<file path="config.mk">
export PLATFORM = sky130hd
export DESIGN_NAME = regfile_scoreboard_flat
export DESIGN_NICKNAME = d
export VERILOG_FILES = /design/src/rtl/regfile_scoreboard_if.sv /design/src/rtl/regfile_scoreboard.sv /design/src/flat_wrapper.sv
export SDC_FILE = /design/constraint.sdc
export NUM_CORES = 1
export LEC_CHECK = 0
export ABC_CLOCK_PERIOD_IN_PS = 4100
export BUFFER_PORTS_ARGS = -buffer_cell sky130_fd_sc_hd__buf_2
export CAP_MARGIN = 20
export CORE_AREA = 2 2 75 77
export CTS_BUF_LIST = sky130_fd_sc_hd__clkbuf_16
export DETAILED_ROUTE_END_ITERATION = 8
export DIE_AREA = 0 0 77 79
export HOLD_SLACK_MARGIN = 0.05
export PLACE_DENSITY = 0.86
export SLEW_MARGIN = 15
export SYNTH_ARGS = -nofsm -noshare
export SYNTH_HDL_FRONTEND = slang
export SYNTH_SLANG_ARGS = --single-unit
</file>
<file path="constraint.sdc">
create_clock -name clk -period 4.1 [get_ports clk]
set_input_delay 0.82 -clock clk [delete_from_list [all_inputs] [get_ports clk]]
set_output_delay 0.82 -clock clk [all_outputs]
set_load 0.005 [all_outputs]
</file>
<file path="src/rtl/regfile_scoreboard_if.sv">
// Bus bundle for the register file: read ports, two write ports, issue port
// and the scoreboard/stall outputs. The control unit holds the master side,
// the register file the slave side.
interface regfile_scoreboard_if #(
    parameter int DATA_W = 8,
    parameter int ADDR_W = 2
);
    localparam int NREG = 1 << ADDR_W;

    logic [ADDR_W-1:0] rs;
    logic [ADDR_W-1:0] rt;
    logic [DATA_W-1:0] rd_data1;
    logic [DATA_W-1:0] rd_data2;

    logic              we_a;
    logic [ADDR_W-1:0] wa_a;
    logic [DATA_W-1:0] wd_a;
    logic              we_b;
    logic [ADDR_W-1:0] wa_b;
    logic [DATA_W-1:0] wd_b;

    logic              issue_en;
    logic [ADDR_W-1:0] issue_rd;

    logic              stall_rs;
    logic              stall_rt;
    logic [NREG-1:0]   pending;

    modport master (
        output rs, rt,
        output we_a, wa_a, wd_a,
        output we_b, wa_b, wd_b,
        output issue_en, issue_rd,
        input  rd_data1, rd_data2,
        input  stall_rs, stall_rt, pending
    );

    modport slave (
        input  rs, rt,
        input  we_a, wa_a, wd_a,
        input  we_b, wa_b, wd_b,
        input  issue_en, issue_rd,
        output rd_data1, rd_data2,
        output stall_rs, stall_rt, pending
    );
endinterface

</file>
<file path="src/rtl/regfile_scoreboard.sv">
// Multi-port register file with two asynchronous read ports, two synchronous
// write ports (port B wins on collision), optional same-cycle forwarding,
// optional hardwired-zero register 0, and a per-register pending scoreboard
// used by the control unit to stall on read-after-write hazards.
module regfile_scoreboard #(
    parameter int DATA_W   = 8,
    parameter int ADDR_W   = 2,
    parameter int ZERO_REG = 0,
    parameter int BYPASS   = 1
) (
    input  logic                 clk,
    input  logic                 clr,
    regfile_scoreboard_if.slave  bus
);

    localparam int NREG     = 1 << ADDR_W;
    localparam bit HAS_ZERO = (ZERO_REG != 0);
    localparam bit HAS_BYP  = (BYPASS != 0);

    logic [DATA_W-1:0] regs [NREG];
    logic [NREG-1:0]   pend;

    logic [ADDR_W-1:0] raddr [2];
    logic [DATA_W-1:0] rdata [2];
    logic              stall [2];

    assign raddr[0] = bus.rs;
    assign raddr[1] = bus.rt;

    // One storage entry and one scoreboard bit per register. A hardwired
    // zero register gets no storage at all, so it can never hold data or
    // go pending.
    for (genvar g = 0; g < NREG; g++) begin : g_entry
        if (HAS_ZERO && g == 0) begin : g_zero
            assign regs[g] = '0;
            assign pend[g] = 1'b0;
        end else begin : g_live
            localparam logic [ADDR_W-1:0] IDX = ADDR_W'(g);

            logic [DATA_W-1:0] q;
            logic              p;
            logic              hit_a;
            logic              hit_b;
            logic              set_p;

            assign hit_a = bus.we_a && (bus.wa_a == IDX);
            assign hit_b = bus.we_b && (bus.wa_b == IDX);
            assign set_p = bus.issue_en && (bus.issue_rd == IDX);

            // Register contents; port B has priority when both ports
            // target this entry in the same cycle.
            always_ff @(posedge clk or posedge clr) begin
                if (clr) begin
                    q <= '0;
                end else if (hit_b) begin
                    q <= bus.wd_b;
                end else if (hit_a) begin
                    q <= bus.wd_a;
                end
            end

            // Scoreboard bit: a new issue outranks a writeback, since the
            // newly issued producer is still outstanding.
            always_ff @(posedge clk or posedge clr) begin
                if (clr) begin
                    p <= 1'b0;
                end else if (set_p) begin
                    p <= 1'b1;
                end else if (hit_a || hit_b) begin
                    p <= 1'b0;
                end
            end

            assign regs[g] = q;
            assign pend[g] = p;
        end
    end

    // Read data and stall for both read ports: forward B, then A, then the
    // stored value; register 0 reads zero when hardwired. A writeback that
    // is being forwarded this cycle resolves the hazard, so it drops stall.
    always_comb begin
        for (int p = 0; p < 2; p++) begin
            logic wr_hit_a;
            logic wr_hit_b;
            wr_hit_a = bus.we_a && (bus.wa_a == raddr[p]);
            wr_hit_b = bus.we_b && (bus.wa_b == raddr[p]);

            rdata[p] = regs[raddr[p]];
            if (HAS_BYP) begin
                if (wr_hit_b) begin
                    rdata[p] = bus.wd_b;
                end else if (wr_hit_a) begin
                    rdata[p] = bus.wd_a;
                end
            end
            if (HAS_ZERO && raddr[p] == '0) begin
                rdata[p] = '0;
            end

            stall[p] = pend[raddr[p]] && !(HAS_BYP && (wr_hit_a || wr_hit_b));
        end
    end

    assign bus.rd_data1 = rdata[0];
    assign bus.rd_data2 = rdata[1];
    assign bus.stall_rs = stall[0];
    assign bus.stall_rt = stall[1];
    assign bus.pending  = pend;

endmodule

</file>
<file path="src/flat_wrapper.sv">
// flat-port wrapper written by rule: the top's interface ports become plain ports
module regfile_scoreboard_flat 
#(
    parameter int DATA_W   = 8,
    parameter int ADDR_W   = 2,
    parameter int ZERO_REG = 0,
    parameter int BYPASS   = 1
)
  (clk, clr, bus_rs, bus_rt, bus_we_a, bus_wa_a, bus_wd_a, bus_we_b, bus_wa_b, bus_wd_b, bus_issue_en, bus_issue_rd, bus_rd_data1, bus_rd_data2, bus_stall_rs, bus_stall_rt, bus_pending);
  regfile_scoreboard_if #(.DATA_W(DATA_W), .ADDR_W(ADDR_W)) bus_i ();
  input  logic clk;
  input  logic clr;
  input wire logic [$bits(bus_i.rs)-1:0] bus_rs;
  input wire logic [$bits(bus_i.rt)-1:0] bus_rt;
  input wire logic [$bits(bus_i.we_a)-1:0] bus_we_a;
  input wire logic [$bits(bus_i.wa_a)-1:0] bus_wa_a;
  input wire logic [$bits(bus_i.wd_a)-1:0] bus_wd_a;
  input wire logic [$bits(bus_i.we_b)-1:0] bus_we_b;
  input wire logic [$bits(bus_i.wa_b)-1:0] bus_wa_b;
  input wire logic [$bits(bus_i.wd_b)-1:0] bus_wd_b;
  input wire logic [$bits(bus_i.issue_en)-1:0] bus_issue_en;
  input wire logic [$bits(bus_i.issue_rd)-1:0] bus_issue_rd;
  output wire logic [$bits(bus_i.rd_data1)-1:0] bus_rd_data1;
  output wire logic [$bits(bus_i.rd_data2)-1:0] bus_rd_data2;
  output wire logic [$bits(bus_i.stall_rs)-1:0] bus_stall_rs;
  output wire logic [$bits(bus_i.stall_rt)-1:0] bus_stall_rt;
  output wire logic [$bits(bus_i.pending)-1:0] bus_pending;
  assign bus_i.rs = bus_rs;
  assign bus_i.rt = bus_rt;
  assign bus_i.we_a = bus_we_a;
  assign bus_i.wa_a = bus_wa_a;
  assign bus_i.wd_a = bus_wd_a;
  assign bus_i.we_b = bus_we_b;
  assign bus_i.wa_b = bus_wa_b;
  assign bus_i.wd_b = bus_wd_b;
  assign bus_i.issue_en = bus_issue_en;
  assign bus_i.issue_rd = bus_issue_rd;
  assign bus_rd_data1 = bus_i.rd_data1;
  assign bus_rd_data2 = bus_i.rd_data2;
  assign bus_stall_rs = bus_i.stall_rs;
  assign bus_stall_rt = bus_i.stall_rt;
  assign bus_pending = bus_i.pending;
  regfile_scoreboard #(.DATA_W(DATA_W), .ADDR_W(ADDR_W), .ZERO_REG(ZERO_REG), .BYPASS(BYPASS)) u_core (.clk(clk), .clr(clr), .bus(bus_i));
endmodule
</file>
==> metrics.md <==
| Metric | Value |
|---|---|
| Status | finished, final reports clean |
| CP Max Fanout | 12 |
| Total negative slack | 0 ns |
| First-pass DRT Iterations | 7 |
| Post-CTS Resized | 0 |
| Highest-count cells in the layout ignoring fill and taps | 52 x buf_2, 36 x dfrtp_1, 32 x mux2i_1 |
| CTS buffer count | 5 |
| Area after DPL | 3000 um2 |
| CTS clk-pin slew, worst paths | roughly 0.050 ns |
| CP Launch Type | input port |
| Worst path most repeated cell | buf_2 |
| Maximum clock insertion buffer count | 2 |
| Tot Pwr | 1.23 mW |
| Routed vias | 2692 |
| Antenna diodes | 0 |
| Post-Route WL | 8.35 mm |
| CTS tree | built |
| Remaining Overflow, GRT | 0 |
| Overall routing resource usage | 27.9% |
| FILL cells | between 400 and 500 |
| IO Pins | between 50 and 60 |
| Largest net degree at the start of global routing | 37 |
| Synth unique cells | 32 |
| CP Launch Point | bus_rt[0] |
| Hold Vio Cnt, Final | 0 |
| PD cells | between 300 and 400 nW/um2 |
| Ys flop type | dfrtp_1 |
| P&R area growth vs syn | 12.6% |
| Post-Synthesis Cell Area | ~2800 um2 |
| Crit-path slowest cell | or3_1 |
| Max stage delay on crit path | 0.57 ns |
| Final Cycle Share | between 80% and 90% |
| R2r startpoint | u_core.g_entry[1].g_live.q[5]$_DFFE_PP0P_ |
| First-pass GRT wire length | roughly 13 mm |
| Gpl congestion | around 0.93 |
| Vias per inst | between 7 and 8 |
| Synth Net Count | 309 |
| Warning count from the yosys run | 0 |
| Fin cells | around 380 |
| Synth Area per Inst | between 9 and 10 um2 |
| Post-Synthesis Cells | between 200 and 300 |
| FF-to-FF path depth | 2 |
| Worst vdd ir | between 0.2 and 0.3 mV |
| Vias in the first global route | 2449 |
| Slew Viols, Final | 0 |
| Hold path depth | 2 |
| Die area | between 6000 and 7000 um2 |
| Sink Count | 36 |
| Post-synthesis sequential area ratio | between 30% and 40% |
| Htree depth | 2 |
| Clock root buffer | clkbuf_16 |
| Core box area | 5340 um2 |
| DIE HEIGHT | between 70 and 80 um |
| Worst EP arrival | around 2.5 ns |
| Final setup vio count | 0 |
| Nets | between 300 and 400 |
| Worst Setup End Kind | primary output |
| Hold WS | around 0.57 ns |
| Dpl ws | roughly 0.84 ns |
| I/O Buffers | between 50 and 60 |
| DRC Markers | 0 |
| Cts hold-fix bufs | 0 |
| Slew @ Worst Pin | between 1 and 1.5 ns |
| Post-CTS setup repair buffer count | 0 |
| Final Skew | 0 ns |
| ANT nets after route | 0 |
| RSZ-0062 raised after global routing | no |
| Worst Path Required | ~3.3 ns |
| DRT iter0 DRCs | roughly 420 |
| Post-layout min period | around 3.3 ns |
| Synthesis-stage register bit count | 36 |
| Most common cell after layout, fill and taps aside | buf_2 |
| Initial antenna violation count | 0 |
| Worst-path cell chain | buf_2, xor2_2, or3_1, a31oi_1, buf_2 |
| Fin util | between 50% and 60% |
| Fraction of layout cells with a size suffix above 1 | between 20 and 30% |
| Hold path start | u_core.g_entry[3].g_live.p$_DFFE_PP0P_ |
| Post-synth EDFFs | 0 |
| RR Endpoint | u_core.g_entry[1].g_live.q[5]$_DFFE_PP0P_ |
| Std cell rows | 27 |
| Critical setup path kind | in -> out |
| Max-Cap Viols | 0 |
| Finished Cell Area | between 3000 and 4000 um2 |
| Final worst setup slack | 0.765 ns |
| Flop2flop setup slack | roughly 3.3 ns |
| Max transition margin | between 20% and 30% |
| HP Class | reg -> reg |
| Achievable Freq | between 0.2 and 0.3 GHz |
| Leakage | roughly 1.3 nW |
| Worst skew pair latency | approximately 0.28 ns |
| FFs w/ async S/R, synth | 100% |
| DP HPWL | around 5.5 mm |
| Drt wl/cell | between 20 and 25 um |
| Die W | around 77 um |
| Initial Util | between 50% and 60% |
| Placed insts | roughly 380 |
| Worst hold endpoint | u_core.g_entry[3].g_live.p$_DFFE_PP0P_ |
## worst max-delay path by stage
stage	end	slack (ns)
4_1_cts	bus_rd_data1[6]	0.84
3_5_place_dp	bus_rd_data1[6]	0.84
3_3_place_gp	bus_rd_data1[6]	0.88
6_report	bus_rd_data2[6]	0.77
2_1_floorplan	bus_rd_data2[6]	1.40
5_1_grt	bus_rd_data1[0]	0.72
## cells in the mapped netlist, drive strengths merged (10+ instances only)
| master | count | area share, % |
|---|---|---|
| a21oi | 24 | 4.3 |
| a31oi | 16 | 3.6 |
| buf | 19 | 4.4 |
| dfrtp | 36 | 32 |
| mux2i | 32 | 12 |
| mux4 | 18 | 15 |
| nand2 | 10 | 1.4 |
| nand4 | 16 | 3.6 |
| nor2 | 24 | 3.2 |
| nor4 | 16 | 3.6 |
| o21ai | 10 | 1.8 |
| o31ai | 16 | 4.3 |
## flip-flops by register name, indices dropped and copies added, names as in the netlist
register,flops
u_core.g_entry.g_live.q,32
u_core.g_entry.g_live.p,4
## where the power goes
group	switching [mW]	total, mW	internal, mW
clock	0.128	0.343	0.214
sequential	0.0534	0.473	0.420
combinational	0.214	0.410	0.196
total	0.396	1.23	0.830
## kinds of logic after synthesis
kind of cell / synth area share, %
AO/OA/AOI/OAI: 15.5
buffers and inverters: 6.04
AND/OR/NAND/NOR: 15.0
multiplexers: 26.1
flip-flops: 32.5
XOR/XNOR: 4.87
## routing by layer
layer | track usage [%] | share of wire (%)
met1 | 38.3 | 39
met2 | 42.9 | 46
met3 | 6.70 | 11
met4 | 11.6 | 3.8
met5 | 0 | 0
## critical path, delay by kind of cell
| family | cells | cell delay (ns) |
|---|---|---|
| AND/OR/NAND/NOR | 1 | 0.57 |
| AO/OA/AOI/OAI | 1 | 0.30 |
| XOR/XNOR | 1 | 0.26 |
| buffers and inverters | 2 | 0.56 |
## layout make-up
| class | count | area (um2) | share of cell area (%) |
|---|---|---|---|
| multi-input cells | 211 | 1710 | 54.8 |
| repair buffers | 55 | 283 | 9.05 |
| flip-flops and latches | 36 | 901 | 28.8 |
| inverters | 4 | 15.0 | 0.480 |
| clock buffers | 5 | 125 | 4.00 |
| well taps | 72 | 90.1 | 2.88 |
Power figures use the tool's default switching activity.
